$ cat config.mk
export PLATFORM = sky130hd
export DESIGN_NAME = stochastic_search_controller
export DESIGN_NICKNAME = d
export VERILOG_FILES = /design/src/rtl/stochastic_search_controller.sv
export SDC_FILE = /design/constraint.sdc
export NUM_CORES = 1
export LEC_CHECK = 0
export CORE_MARGIN = 2
export CORE_UTILIZATION = 46
export CTS_BUF_LIST = sky130_fd_sc_hd__clkbuf_16
export CTS_CLUSTER_SIZE = 28
export DETAILED_ROUTE_END_ITERATION = 7
export PLACE_DENSITY = 0.78
export SYNTH_ARGS = -nofsm -noshare
export SYNTH_HDL_FRONTEND = slang
export SYNTH_SLANG_ARGS = --single-unit
$ cat constraint.sdc
create_clock -name in_clk -period 2.5 [get_ports in_clk]
set_input_delay 0.25 -clock in_clk [delete_from_list [all_inputs] [get_ports in_clk]]
set_output_delay 0.25 -clock in_clk [all_outputs]
set_load 0.02 [all_outputs]
$ cat src/rtl/stochastic_search_controller.sv
// Stages host clauses onto a local-search engine, then iterates its best-gain moves until no gain or max reached.
// Every output is registered (one cycle after the deciding edge); host loads are refused (out_load_ready=0) outside IDLE.
module stochastic_search_controller #(
    parameter int MAXIMUM_BIT_WIDTH_OF_INTEGER_COEFFICIENT    = 4,
    parameter int MAXIMUM_BIT_WIDTH_OF_INTEGER_VARIABLE_INDEX = 1,
    parameter int MAXIMUM_BIT_WIDTH_OF_BOOLEAN_VARIABLE_INDEX = 1,
    parameter int MAXIMUM_BIT_WIDTH_OF_INTEGER_VARIABLE       = 4,
    parameter int MAXIMUM_BIT_WIDTH_OF_CLAUSES_INDEX          = 2,
    parameter int LOAD_HOLD_CYCLES                            = 2,
    localparam int NI = 1 << MAXIMUM_BIT_WIDTH_OF_INTEGER_VARIABLE_INDEX,
    localparam int NB = 1 << MAXIMUM_BIT_WIDTH_OF_BOOLEAN_VARIABLE_INDEX,
    localparam int NC = 1 << MAXIMUM_BIT_WIDTH_OF_CLAUSES_INDEX,
    localparam int XW = MAXIMUM_BIT_WIDTH_OF_CLAUSES_INDEX,
    localparam int CI = (NI + 1) * MAXIMUM_BIT_WIDTH_OF_INTEGER_COEFFICIENT,
    localparam int CB = 2 * NB,
    localparam int AI = NI * MAXIMUM_BIT_WIDTH_OF_INTEGER_VARIABLE,
    localparam int G  = MAXIMUM_BIT_WIDTH_OF_CLAUSES_INDEX + 1
) (
    input  logic          in_clk,
    input  logic          in_reset,
    input  logic          in_load_valid,
    output logic          out_load_ready,
    input  logic [XW-1:0] in_load_clause_index,
    input  logic [CI-1:0] in_load_coefficients_integer,
    input  logic [CB-1:0] in_load_coefficients_boolean,
    input  logic          in_clear,
    input  logic          in_start,
    input  logic [AI-1:0] in_init_integer,
    input  logic [NB-1:0] in_init_boolean,
    input  logic [7:0]    in_max_iterations,
    output logic [7:0]    out_current_state,
    output logic [XW-1:0] out_clause_index,
    output logic [CI-1:0] out_clause_coefficients_integer,
    output logic [CB-1:0] out_clause_coefficients_boolean,
    output logic [NC-1:0] out_existing_clauses,
    output logic [AI-1:0] out_integer_current_assigmnets,
    output logic [NB-1:0] out_boolean_current_assigmnets,
    input  logic          in_search_ready,
    input  logic [G-1:0]  in_bestgain,
    input  logic [AI-1:0] in_best_assignment_integer,
    input  logic [NB-1:0] in_best_assignment_boolean,
    output logic          out_busy,
    output logic          out_done,
    output logic          out_error,
    output logic [AI-1:0] out_result_integer,
    output logic [NB-1:0] out_result_boolean,
    output logic [7:0]    out_iterations
);

    localparam int HW = (LOAD_HOLD_CYCLES > 1) ? $clog2(LOAD_HOLD_CYCLES) : 1;

    typedef enum logic [2:0] {ST_IDLE, ST_LOAD, ST_RUN, ST_UPDATE, ST_FINISH} state_e;

    state_e          state_q, state_d;
    logic [HW-1:0]   hold_cnt_q, hold_cnt_d;
    logic            run_first_q, run_first_d;
    logic [7:0]      max_q, max_d;
    logic [G-1:0]    gain_q, gain_d;
    logic [AI-1:0]   best_int_q, best_int_d;
    logic [NB-1:0]   best_bool_q, best_bool_d;
    logic            load_ready_q, load_ready_d;
    logic [7:0]      cur_state_q, cur_state_d;
    logic [XW-1:0]   clause_idx_q, clause_idx_d;
    logic [CI-1:0]   clause_ci_q, clause_ci_d;
    logic [CB-1:0]   clause_cb_q, clause_cb_d;
    logic [NC-1:0]   mask_q, mask_d;
    logic [AI-1:0]   cur_int_q, cur_int_d;
    logic [NB-1:0]   cur_bool_q, cur_bool_d;
    logic            busy_q, busy_d;
    logic            done_q, done_d;
    logic            error_q, error_d;
    logic [AI-1:0]   res_int_q, res_int_d;
    logic [NB-1:0]   res_bool_q, res_bool_d;
    logic [7:0]      iter_q, iter_d;

    always_comb begin
        state_d      = state_q;
        hold_cnt_d   = hold_cnt_q;
        run_first_d  = run_first_q;
        max_d        = max_q;
        gain_d       = gain_q;
        best_int_d   = best_int_q;
        best_bool_d  = best_bool_q;
        clause_idx_d = clause_idx_q;
        clause_ci_d  = clause_ci_q;
        clause_cb_d  = clause_cb_q;
        mask_d       = mask_q;
        cur_int_d    = cur_int_q;
        cur_bool_d   = cur_bool_q;
        done_d       = 1'b0;
        error_d      = 1'b0;
        res_int_d    = res_int_q;
        res_bool_d   = res_bool_q;
        iter_d       = iter_q;

        case (state_q)
            ST_IDLE: begin
                // Clear outranks load, which outranks start.
                if (in_clear) begin
                    mask_d = '0;
                end else if (in_load_valid && load_ready_q) begin
                    clause_idx_d                 = in_load_clause_index;
                    clause_ci_d                  = in_load_coefficients_integer;
                    clause_cb_d                  = in_load_coefficients_boolean;
                    mask_d[in_load_clause_index] = 1'b1;
                    hold_cnt_d                   = '0;
                    state_d                      = ST_LOAD;
                end else if (in_start && !in_load_valid) begin
                    if (mask_q == '0) begin
                        error_d = 1'b1;
                    end else if (in_max_iterations == 8'd0) begin
                        res_int_d  = in_init_integer;
                        res_bool_d = in_init_boolean;
                        iter_d     = 8'd0;
                        done_d     = 1'b1;
                    end else begin
                        cur_int_d   = in_init_integer;
                        cur_bool_d  = in_init_boolean;
                        max_d       = in_max_iterations;
                        iter_d      = 8'd0;
                        run_first_d = 1'b1;
                        state_d     = ST_RUN;
                    end
                end
            end
            ST_LOAD: begin
                if (hold_cnt_q == HW'(LOAD_HOLD_CYCLES - 1)) state_d = ST_IDLE;
                else hold_cnt_d = hold_cnt_q + 1'b1;
            end
            ST_RUN: begin
                // The engine needs one cycle to see the new assignment before its answer is trusted.
                if (run_first_q) begin
                    run_first_d = 1'b0;
                end else if (in_search_ready) begin
                    gain_d      = in_bestgain;
                    best_int_d  = in_best_assignment_integer;
                    best_bool_d = in_best_assignment_boolean;
                    state_d     = ST_UPDATE;
                end
            end
            ST_UPDATE: begin
                if (gain_q == '0) begin
                    state_d = ST_FINISH;
                end else begin
                    cur_int_d   = best_int_q;
                    cur_bool_d  = best_bool_q;
                    iter_d      = iter_q + 8'd1;
                    run_first_d = 1'b1;
                    state_d     = (iter_d == max_q) ? ST_FINISH : ST_RUN;
                end
            end
            ST_FINISH: begin
                res_int_d  = cur_int_q;
                res_bool_d = cur_bool_q;
                done_d     = 1'b1;
                state_d    = ST_IDLE;
            end
            default: state_d = ST_IDLE;
        endcase

        load_ready_d = (state_d == ST_IDLE);
        busy_d       = (state_d != ST_IDLE);
        cur_state_d  = (state_d == ST_LOAD) ? 8'd1 : (state_d == ST_RUN) ? 8'd3 : 8'd0;
    end

    always_ff @(posedge in_clk) begin
        if (!in_reset) begin
            state_q      <= ST_IDLE;
            hold_cnt_q   <= '0;
            run_first_q  <= 1'b0;
            max_q        <= '0;
            gain_q       <= '0;
            best_int_q   <= '0;
            best_bool_q  <= '0;
            load_ready_q <= 1'b0;
            cur_state_q  <= '0;
            clause_idx_q <= '0;
            clause_ci_q  <= '0;
            clause_cb_q  <= '0;
            mask_q       <= '0;
            cur_int_q    <= '0;
            cur_bool_q   <= '0;
            busy_q       <= 1'b0;
            done_q       <= 1'b0;
            error_q      <= 1'b0;
            res_int_q    <= '0;
            res_bool_q   <= '0;
            iter_q       <= '0;
        end else begin
            state_q      <= state_d;
            hold_cnt_q   <= hold_cnt_d;
            run_first_q  <= run_first_d;
            max_q        <= max_d;
            gain_q       <= gain_d;
            best_int_q   <= best_int_d;
            best_bool_q  <= best_bool_d;
            load_ready_q <= load_ready_d;
            cur_state_q  <= cur_state_d;
            clause_idx_q <= clause_idx_d;
            clause_ci_q  <= clause_ci_d;
            clause_cb_q  <= clause_cb_d;
            mask_q       <= mask_d;
            cur_int_q    <= cur_int_d;
            cur_bool_q   <= cur_bool_d;
            busy_q       <= busy_d;
            done_q       <= done_d;
            error_q      <= error_d;
            res_int_q    <= res_int_d;
            res_bool_q   <= res_bool_d;
            iter_q       <= iter_d;
        end
    end

    assign out_load_ready                  = load_ready_q;
    assign out_current_state               = cur_state_q;
    assign out_clause_index                = clause_idx_q;
    assign out_clause_coefficients_integer = clause_ci_q;
    assign out_clause_coefficients_boolean = clause_cb_q;
    assign out_existing_clauses            = mask_q;
    assign out_integer_current_assigmnets  = cur_int_q;
    assign out_boolean_current_assigmnets  = cur_bool_q;
    assign out_busy                        = busy_q;
    assign out_done                        = done_q;
    assign out_error                       = error_q;
    assign out_result_integer              = res_int_q;
    assign out_result_boolean              = res_bool_q;
    assign out_iterations                  = iter_q;

endmodule

# After elaboration in Yosys (flattened, before gate mapping)
# Index checks and enable logic that the tools add are counted.
word_totals:
  mem_bits_ro: 0
  output_inout_bits: 62
  inputBits: 55
  ramBits: 0
  latch_bits: 0
  register_bits: 82
  mem_count: 0
op_classes:
  n_bitwise: 9
  eq_ne: 15
  muxes: 67
  n_mul: 0
  reduce_logical: 26
  shift: 0
  addsub: 2
  order_cmp: 2
  n_div: 0
op_table:
  columns: ["operator", "count"]
  rows:
  - ["$mux W8", 16]
  - ["$pmux W8 S2", 3]
  - ["$mux W3", 10]
  - ["$mux W2", 12]
  - ["$reduce_and A6 Y1", 3]
  - ["$mux W1", 17]
  - ["$ne A2 B2 Y1 const B", 8]
  - ["$reduce_and A7 Y1", 2]
  - ["$pmux W3 S4", 1]
  - ["$eq A3 B2 Y1 const B", 3]
  - ["$logic_not A3 Y1", 3]
  - ["$reduce_and A3 Y1", 3]
  - ["$add A8 B1 Y8 const B", 1]
  - ["$eq A8 B8 Y1", 1]
  - ["$logic_not A8 Y1", 1]
  - ["$mux W4", 2]
  - ["$not A1 Y1", 8]
  - ["$pmux W2 S2", 2]
  - ["$reduce_bool A2 Y1", 4]
  - ["$eq A3 B1 Y1 const B", 2]
  - ["$reduce_bool A3 Y1", 2]
  - ["$reduce_or A5 Y1", 1]
  - ["$logic_not A4 Y1", 1]
  - ["$or A4 B4 Y4", 1]
  - ["11 further kinds", 14]

# Longest topological paths before layout
logic_depth:
  word_depth: 10
  ltp_mapped: 8

# Worst setup path before layout
# Ideal clock, no wire load.
synth_timing:
  path_type: "register to register"
  start: "register iter_q[0], in the netlist out_iterations[0]"
  end: "register state_q[1]"
  required_time_ns: 2.364
  slack_ns: 0.565
  stages_incl_launch_ff: 7
  t_arrival_ns: 1.799
  cell_sequence: "dfxtp_1 -> ha_1 -> and3_1 -> and3_1 -> xnor2_1 -> nor4_1 -> o32ai_1"
synth_via:
  elab_chain_cells: 5
synth_rtl:
  columns: ["element", "line", "rtl"]
  rows:
  - ["from (decl)", "74", "logic [7:0] iter_q, iter_d;"]
  - ["from (signal assigned)", "210", "iter_q <= iter_d;"]
  - ["$add A8 B1 Y8", "147", "iter_d = iter_q + 8'd1;"]
  - ["$eq A8 B8 Y1", "149", "state_d = (iter_d == max_q) ? ST_FINISH : ST_RUN;"]
  - ["$mux W3", "149", null]
  - ["$mux W3", "142", "if (gain_q == '0) begin"]
  - ["$pmux W3 S4", "96", "case (state_q)"]
  - ["to (signal assigned)", "190", "state_q <= state_d;"]
  - ["to (decl)", "54", "state_e state_q, state_d;"]
# Every way passes these cells.
# A chain may end at the register's enable or synchronous reset.

# Final worst setup path
# Ends and elaborated chain as after synthesis.

==> summary.md <==
| Metric | Value |
|---|---|
| Global-route wire length before repair | `15.1 mm` |
| Unrepaired setup endpoints after global routing | `no` |
| Crit path launch type | `flip-flop` |
| Hold Buf Count CTS | `0` |
| Buf+Inv Stages, Crit Path | `0` |
| Drt total wl | `9.33 mm` |
| GPL Wtd Cong | `0.911` |
| CP Capture Type | `flip-flop` |
| Mapped cell area | `3670 sq um` |
| Top-count cell post-synth | `dfxtp_1` |
| Post-CTS setup buffers | `0` |
| Number of flops mapped to enable cells by yosys | `0` |
| Pre-antenna DRT Iters | `4` |
| Largest net degree at the start of global routing | `51` |
| Clock buffer depth | `2` |
| Post-synth cell types | `57` |
| Total CTS buffers | `9` |
| Setup_tns | `0 ns` |
| Number of max-cap violations | `0` |
| Status | `finished clean` |
| H-tree depth | `3` |
| Post-synthesis instance total | `418` |
| Synth Warn # | `0` |
| Clk sinks | `82` |
| CP max stage cell | `nor4_1` |
| Final max-slew violation count | `0` |
| Lkg Pwr | `1.90 nW` |
| Clk_skew | `0.00865 ns` |
| Routed Antenna Nets | `0` |
| Clock Latency Late Sink | `0.33 ns` |
| Register bit total from synthesis | `82` |
| CTS resizes | `0` |
| Num ports | `117` |
| Iteration-0 DRC Markers | `141` |
| PwrDens | `600 nW/um^2` |
| Crit path max-delay family | `simple AND/OR/NAND/NOR gates` |
| Min Clock Period, post-route | `2.18 ns` |
| DRC | `0` |
| Worst path max stage delay | `0.52 ns` |
| Gr ovfl total | `0` |
| Max VDD drop | `0.320 mV` |
| Area growth syn-to-layout | `41.1%` |
| Via count | `3289` |
| Port buffer count | `110` |
| GRT Util Overall | `21.8%` |
| # setup viols final | `0` |
| Top-area cell type share of the netlist area | `44.7%` |
| Core footprint | `7730 sq um` |
| CTS tree | `done` |
| Nets@finish | `575` |
| Die footprint | `8710 sq um` |
| Slew @ Worst Pin | `0.657 ns` |
| Syn avg cell area | `8.78 sq um` |
| Tcrit/Tclk final | `87.1%` |
| Initial Util | `47.5%` |
| DPL Wire Length | `6.68 mm` |
| Critical-path cell list | `ha_1 > and3_1 > and3_1 > xnor2_1 > nor4_1 > o32ai_1` |
| CP most frequent cell | `and3_1` |
| CP arrival | `2.37 ns` |
| Final Total Pwr | `3.11 mW` |
| Top cells by count, synth | `dfxtp_1, nand2_1, nor2_1, a21oi_1, mux2i_1` |
| Root Driver | `clkbuf_16` |
| Worst min path class | `flip-flop to flip-flop` |
| Final hold vios | `0` |
| Clock-pin slew on the worst setup and hold paths | `0.06 ns` |
| Wire per inst | `14.9 um` |
| Inserted Diodes | `0` |
| Synth Flop Type | `dfxtp_1` |
| Worst Path Required | `2.69 ns` |
| F_max | `459 MHz` |
| Vias per cell | `5.25` |
| Largest area contributor in the netlist | `dfxtp_1` |
| Die extent in x | `93.3 um` |
| Die Height | `93.3 um` |
| CP Max Fanout | `6` |
| Max_slew headroom | `55.1%` |
| Top cells by area, synth | `dfxtp_1, mux2i_1, nand2_1` |
| Row cnt | `32` |
| Fraction of layout cells with a size suffix above 1 | `8.59%` |
| Sequential share of the synthesized area | `44.7%` |
| Vias in the first global route | `3147` |
| Initial antenna violation count | `0` |
| Critical path type | `flip-flop to flip-flop` |
| Ys async rst share | `0%` |
==> per-stage QoR <==
| step | hold slack, ns | util, % | std cells | instance area [sq um] | worst slack, ns |
|---|---|---|---|---|---|
| 2_1_floorplan | 0.383 | - | 423 | 3690 | 0.565 |
| 3_3_place_gp | 0.441 | 62.5 | 610 | 4830 | 0.217 |
| 3_5_place_dp | 0.447 | 62.5 | 610 | 4830 | 0.121 |
| 4_1_cts | 0.455 | 67.0 | 626 | 5180 | 0.339 |
| 5_1_grt | 0.477 | 67.0 | 626 | 5180 | 0.167 |
| 6_report | 0.454 | 67.0 | 626 | 5180 | 0.322 |
==> cell usage in the layout, fill, tap and decap left out, drive strengths merged, types with 5 or more instances in the layout <==
cell type	Yosys	routed
conb	1	6
a21oi	33	33
o21ai	10	10
clkbuf	14	9
clkdlybuf4s50	0	110
mux2i	30	30
a311oi	10	10
nor3	5	5
and3	5	5
buf	19	8
nor2	61	61
a211oi	11	11
nand2	71	71
xnor2	7	7
dfxtp	82	82
nor4	5	5
==> flip-flops by register name, summed over array words and instances (netlist names) <==
signal                           count
best_bool_q                          2
best_int_q                           8
gain_q                               3
hold_cnt_q                           1
max_q                                8
out_boolean_current_assigmnets       2
out_busy                             1
out_clause_coefficients_boolean      4
out_clause_coefficients_integer     12
out_clause_index                     2
out_current_state                    2
out_done                             1
out_error                            1
out_existing_clauses                 4
out_integer_current_assigmnets       8
out_iterations                       8
out_load_ready                       1
out_result_boolean                   2
out_result_integer                   8
run_first_q                          1
state_q                              3
==> metal layers <==
layer,GRT usage [%],wire length (um),up-vias
li1,-,-,1657
met1,28.2,4200,1524
met2,36.5,4480,101
met3,4.59,556,7
met4,6.99,90,0
met5,0,0,-
==> power by group <==
group          switching [mW]  total, mW  internal [mW]
sequential             0.0135       1.34           1.33
clock                   0.519       1.49          0.975
combinational           0.134      0.271          0.137
total                   0.667       3.11           2.44
==> worst paths after layout <==
| path | end | slack, ns | from | cells after the start |
|---|---|---|---|---|
| worst max register to register | state_q[1] | 0.32 | out_iterations[0] | 6 |
| worst min-delay path | out_clause_coefficients_boolean[3] | 0.45 | out_clause_coefficients_boolean[3] | 2 |
| worst min register to register | out_clause_coefficients_boolean[3] | 0.45 | out_clause_coefficients_boolean[3] | 2 |
| worst max-delay path | state_q[1] | 0.32 | out_iterations[0] | 6 |
==> cells by family after synthesis <==
| group | after synthesis | share of synthesized area [%] |
|---|---|---|
| and+or+nand+nor | 174 | 22.1 |
| other | 1 | 0.102 |
| buffers and inverters | 35 | 4.91 |
| xor gates and xnor gates | 11 | 2.63 |
| AOI/OAI and AO/OA | 84 | 17.0 |
| adders and majority gates | 1 | 0.341 |
| DFF | 82 | 44.7 |
| muxes | 30 | 8.19 |
==> worst reg2reg max path, stage by stage, from the launching register on <==
cell	delay, ns
dfxtp_1	0.48
ha_1	0.28
and3_1	0.25
and3_1	0.24
xnor2_1	0.12
nor4_1	0.52
o32ai_1	0.14
==> layout make-up <==
type | count | area (sq um)
Multi-Input combinational cell | 306 | 1870
Inverter | 2 | 7.51
Clock inverter | 7 | 118
Sequential cell | 82 | 1640
Fill cell | 604 | 2550
Timing Repair Buffer | 118 | 1190
Tap cell | 102 | 128
Clock buffer | 9 | 225
(Power assumes the default switching activity.)
